--- src/rtl/bsc_defs.sv ---
// bsc_defs: shared arbiter state encodings and width helper for button_scan_ctrl
package bsc_defs;

    typedef enum logic {
        ST_IDLE  = 1'b0,
        ST_OFFER = 1'b1
    } arb_state_t;

    // ceil(log2(v)), never below 1 so single-value ranges still get a bit
    function automatic int clog2(input int v);
        int r;
        r = 0;
        for (int k = 0; k < 31; k++)
            if ((1 << k) < v) r = k + 1;
        return (r < 1) ? 1 : r;
    endfunction

endpackage

--- src/rtl/tick_gen.sv ---
// tick_gen: free-running prescaler producing a one-cycle sample-enable pulse
module tick_gen
    import bsc_defs::*;
#(
    parameter int PRESCALE = 50000
) (
    input  logic CLK,
    input  logic RESET_N,
    output logic TICK
);

    localparam int PW = clog2(PRESCALE);

    logic [PW-1:0] pcnt;

    // count 0..PRESCALE-1 and wrap
    always_ff @(posedge CLK or negedge RESET_N)
        if (!RESET_N) pcnt <= '0;
        else          pcnt <= (pcnt == PW'(PRESCALE - 1)) ? '0 : pcnt + 1'b1;

    assign TICK = (pcnt == PW'(PRESCALE - 1));

endmodule

--- src/rtl/button_scan_ctrl.sv ---
// button_scan_ctrl: debounce a bank of buttons and arbitrate press events round-robin
module button_scan_ctrl
    import bsc_defs::*;
#(
    parameter int CHANNELS = 4,
    parameter int PRESCALE = 50000,
    parameter int CNT_W    = 3,
    localparam int IW      = clog2(CHANNELS)
) (
    input  logic                CLK,
    input  logic                RESET_N,
    input  logic [CHANNELS-1:0] IN_SIGNALS,
    output logic                TICK,
    output logic [CHANNELS-1:0] LEVELS,
    output logic                EVT_VALID,
    input  logic                EVT_READY,
    output logic [IW-1:0]       EVT_ID,
    output logic [CHANNELS-1:0] OVERRUN
);

    logic [CHANNELS-1:0] sync1, sync2, rise, pend, acc_vec;
    logic [IW-1:0]       rr, rr_d, id_d;
    logic                accept;
    arb_state_t          state, state_d;

    // first pending index searching r, r+1, ... modulo CHANNELS
    function automatic logic [IW-1:0] rr_pick(input logic [CHANNELS-1:0] p, input logic [IW-1:0] r);
        logic [IW-1:0] sel;
        sel = r;
        for (int k = CHANNELS - 1; k >= 0; k--)
            if (p[(int'(r) + k) % CHANNELS]) sel = IW'((int'(r) + k) % CHANNELS);
        return sel;
    endfunction

    tick_gen #(.PRESCALE(PRESCALE)) u_tick (
        .CLK     (CLK),
        .RESET_N (RESET_N),
        .TICK    (TICK)
    );

    // two-flop synchroniser for the raw pins
    always_ff @(posedge CLK or negedge RESET_N)
        if (!RESET_N) begin
            sync1 <= '0;
            sync2 <= '0;
        end else begin
            sync1 <= IN_SIGNALS;
            sync2 <= sync1;
        end

    for (genvar i = 0; i < CHANNELS; i++) begin : g_ch
        logic [CNT_W-1:0] cnt;
        logic             lvl;
        // stability counter: restarts whenever input agrees with the level
        always_ff @(posedge CLK or negedge RESET_N)
            if (!RESET_N) begin
                cnt <= '0;
                lvl <= 1'b0;
            end else if (sync2[i] == lvl) begin
                cnt <= '0;
            end else if (TICK) begin
                cnt <= (&cnt) ? '0 : cnt + 1'b1;
                lvl <= (&cnt) ? sync2[i] : lvl;
            end
        assign LEVELS[i] = lvl;
        assign rise[i]   = TICK && sync2[i] && !lvl && (&cnt);
    end

    assign accept  = EVT_VALID && EVT_READY;
    assign acc_vec = {{(CHANNELS-1){1'b0}}, accept} << EVT_ID;

    // pending flags (a new press beats a same-cycle accept) and sticky overrun
    always_ff @(posedge CLK or negedge RESET_N)
        if (!RESET_N) begin
            pend    <= '0;
            OVERRUN <= '0;
        end else begin
            pend    <= rise | (pend & ~acc_vec);
            OVERRUN <= OVERRUN | (rise & pend & ~acc_vec);
        end

    // arbiter state, offered id and round-robin pointer
    always_ff @(posedge CLK or negedge RESET_N)
        if (!RESET_N) begin
            state  <= ST_IDLE;
            EVT_ID <= '0;
            rr     <= '0;
        end else begin
            state  <= state_d;
            EVT_ID <= id_d;
            rr     <= rr_d;
        end

    // pick the next event in IDLE, hold it in OFFER until accepted
    always_comb begin
        state_d = state;
        id_d    = EVT_ID;
        rr_d    = rr;
        if (state == ST_IDLE) begin
            if (|pend) begin
                state_d = ST_OFFER;
                id_d    = rr_pick(pend, rr);
            end
        end else if (EVT_READY) begin
            state_d = ST_IDLE;
            rr_d    = (EVT_ID == IW'(CHANNELS - 1)) ? '0 : EVT_ID + 1'b1;
        end
    end

    assign EVT_VALID = (state == ST_OFFER);

endmodule

--- config.mk ---
export PLATFORM = sky130hd
export DESIGN_NAME = button_scan_ctrl
export DESIGN_NICKNAME = d
export VERILOG_FILES = /design/src/rtl/bsc_defs.sv /design/src/rtl/tick_gen.sv /design/src/rtl/button_scan_ctrl.sv
export SDC_FILE = /design/constraint.sdc
export NUM_CORES = 1
export LEC_CHECK = 0
export ABC_AREA = 1
export ABC_CLOCK_PERIOD_IN_PS = 3220
export BUFFER_PORTS_ARGS = -buffer_cell sky130_fd_sc_hd__buf_2
export CORE_AREA = 2 2 85 87
export DETAILED_ROUTE_END_ITERATION = 8
export DIE_AREA = 0 0 87 89
export HOLD_SLACK_MARGIN = 0.12
export PLACE_DENSITY = 0.54
export SYNTH_ARGS = -nofsm -noshare
export SYNTH_HDL_FRONTEND = slang
export SYNTH_SLANG_ARGS = --single-unit
--- constraint.sdc ---
create_clock -name CLK -period 3.22 [get_ports CLK]
set_input_delay 0.322 -clock CLK [delete_from_list [all_inputs] [get_ports CLK]]
set_output_delay 0.322 -clock CLK [all_outputs]
set_load 0.01 [all_outputs]
==> metrics.md <==
| Metric | Value |
|---|---|
| Worst-Skew Late Latency | around 0.30 ns |
| Number of diodes | 0 |
| Leak | roughly 1.5 nW |
| DR vias | approximately 2k |
| Cells after Synth | 304 |
| Max cap viols | 0 |
| Initial Utilization | between 30 and 40% |
| Reg2reg path depth | 7 |
| Hold_ws | approximately 0.21 ns |
| R2r setup slk | between 1 and 1.5 ns |
| Critical path class | reg2out |
| DRC | 0 |
| CTS max path bufs | 2 |
| Crit path from | u_tick.pcnt[5] |
| Post-Layout Inst Area | between 0.002 and 0.003 mm2 |
| Crit path time final | about 2.2 ns |
| CTS tree | built |
| CP max-delay cell | dfrtp_1 |
| Post-Syn Area | between 0.002 and 0.003 mm2 |
| Starting DRT DRC Count | about 130 |
| Startpoint types | flip-flop |
| WP data arrival | about 1.9 ns |
| Min-delay worst type | in2reg |
| Setup Buffers After CTS | 0 |
| Detailed placement HPWL | between 3 and 4 mm |
| Die ar. | ~0.0077 mm2 |
| Pre-CTS WS | approximately 1.3 ns |
| Period Utilization, post-route | 68.95% |
| Port bufs | 18 |
| RR Endpoint | g_ch[1].cnt[1] |
| DR vias/cell | slightly above 5 |
| RR Startpoint | u_tick.pcnt[0] |
| Total I/O pin count | 19 |
| Layout overhead on the synthesized area | 11.37% |
| # clock sinks | 53 |
| Maximum VDD drop | 0.0002002 V |
| Slew headroom | roughly 39% |
| Pwr dens | about 550 mW/mm2 |
| WP buf/inv | 3 |
| Count leader, synth | nand2_1 |
| Fin util | between 40% and 50% |
| Pwr Total | 1.618 mW |
| Layout Nets | around 340 |
| Yosys warns | 0 |
| WL per Instance | roughly 13 um |
| Syn Area/Cell | ~8.7 um2 |
| Worst-Margin Slew | around 0.9 ns |
| Synth cell count leaders | 61 x nand2_1, 53 x dfrtp_1, 43 x nand3_1, 36 x inv_1, 14 x nor2_1 |
| Async S/R FF share, synth | between 90% and 100% |
| Crit path largest cell delay | 0.49 ns |
| Worst setup EP type | output pin |
| Final WS setup | 0.9998 ns |
| GP Congestion | 0.8378 |
| Worst Path Required | 2.90 ns |
| Core ar. | roughly 0.0067 mm2 |
| Setup TNS Final | 0 ns |
| Unrepaired setup endpoints after global routing | false |
| Post-route antenna net violation count | 0 |
| Rows | 30 |
| Total Wirelength | between 5 and 6 mm |
| Fill count | 652 |
| Critical Path Sink | TICK |
| Outcome | complete, no violations |
| Final Hold Vio Count | 0 |
| Chip Width | between 80 and 90 um |
| Synth area leader | dfrtp_1 |
| Deepest level of the CTS H-tree | 2 |
| Final count of pins violating max slew | 0 |
| Antenna violations before repair | 0 |
| Layout cells sized above 1 | approximately an eighth |
| Clock Pin Slew Worst Setup and Hold Paths | 0.10 ns |
| Sequential share of the synthesized area | 50.00% |
| Synth top area share | about half |
| PostCTS Resize Cnt | 0 |
| Critical path cell sequence | nor2_2 -> nand3_1 -> or2_1 -> inv_2 -> nand2_4 -> clkinv_2 -> buf_2 |
| Cell Count, Final, Fillers Out | 406 |
| Num CTS Buffers | 5 |
| Top cell family by delay on the critical path | simple AND/OR/NAND/NOR gates |
| Crit path depth | 7 |
| Root Buffer | clkbuf_8 |
| Die height | 89 um |
| Vias in the first global route | ~1.9k |
| Clock Skews | 0.007248 ns |
| CP Max Fanout | 26 |
| Global-route usage over all layers | 14.83% |
| Syn_nets | around 320 |
| Global-route wire length before repair | approximately 9.0 mm |
| Placed inst area | 0.002784 mm2 |
| Top_reg_cell synth | dfrtp_1 |
| Yosys cell types | 32 |
| Post-synthesis sequential element count | 53 |
| Gr ovfl total | 0 |
| Number of synthesized flops with an enable pin | 0 |
| Post-Place Cells | 393 |
| Peak Freq | 0.4504 GHz |
| Largest net degree at the start of global routing | 35 |
| Drt first pass iters | 4 |
| Finish-stage setup viols | 0 |
| Top post-synthesis cells by area | dfrtp_1 50%, nand2_1 8.6%, nand3_1 8.1%, inv_1 5.1%, ha_1 4.7% |
power breakdown:
part	total (mW)	internal, mW	switching [mW]
Clock	0.479	0.253	0.226
Sequential	0.778	0.717	0.0608
Combinational	0.361	0.128	0.233
Total	1.62	1.10	0.520
sequential cells by signal, summed over array words and instances, names as in the netlist:
| register | flops |
|---|---|
| sync1 | 4 |
| sync2 | 4 |
| rr | 2 |
| EVT_VALID | 1 |
| OVERRUN | 4 |
| u_tick.pcnt | 16 |
| g_ch.lvl | 4 |
| pend | 4 |
| EVT_ID | 2 |
| g_ch.cnt | 12 |
area by class of cell:
cell class / instances / area (um2) / share of cell area [%]
sequential: 53 / 1326 / 44.90
multi-input combinational: 198 / 1097 / 37.15
inverter: 43 / 162.7 / 5.506
timing repair buffer: 24 / 147.6 / 4.998
tap: 80 / 100.1 / 3.388
clock buffer: 6 / 82.58 / 2.795
clock inverter: 2 / 37.54 / 1.271
worst min-delay path by stage:
stage	slack (ns)	cells past startpoint	start	endpoint
finish	0.21	2	EVT_READY	EVT_VALID
global route	0.22	2	EVT_READY	EVT_VALID
CTS	0.20	2	EVT_READY	EVT_VALID
detailed placement	0.31	1	RESET_N	u_tick.pcnt[9]
global placement	0.30	1	RESET_N	u_tick.pcnt[9]
floorplan	0.03	0	RESET_N	EVT_ID[0]
cell usage in the layout (no fill, tap or decap), types with 7 or more instances in the layout:
cell     count
o21ai_1      8
xor2_1      10
nor2_1      14
dfrtp_1     53
nand3_1     43
ha_1        10
a21oi_1      7
nand2_1     61
inv_1       36
nand4_1     11
buf_2       18
o21ai_0      7
repair_timing:
item	in CTS	in global routing
setup endpoints to repair	0	0
endpoints found under the hold margin	23	0
hold buffers	5	0
logic make-up after synthesis:
kind of cell / after synthesis / synth area share [%]
DFF: 53 / 50.00
xor gates and xnor gates: 11 / 3.632
adders and majority gates: 10 / 4.717
AOI/OAI and AO/OA: 34 / 8.302
buffers and inverters: 53 / 8.632
and+or+nand+nor: 143 / 24.72
per-layer routing:
metal | vias up | track usage (%) | wire, um | share of wire, %
met2 | 44 | 23.53 | 2294 | 44
li1 | 1043 | - | - | -
met3 | 2 | 2.862 | 217 | 4.2
met5 | - | 0 | 0 | 0
met1 | 961 | 20.93 | 2624 | 51
met4 | 0 | 3.835 | 27 | 0.52
(Power assumes the default switching activity.)
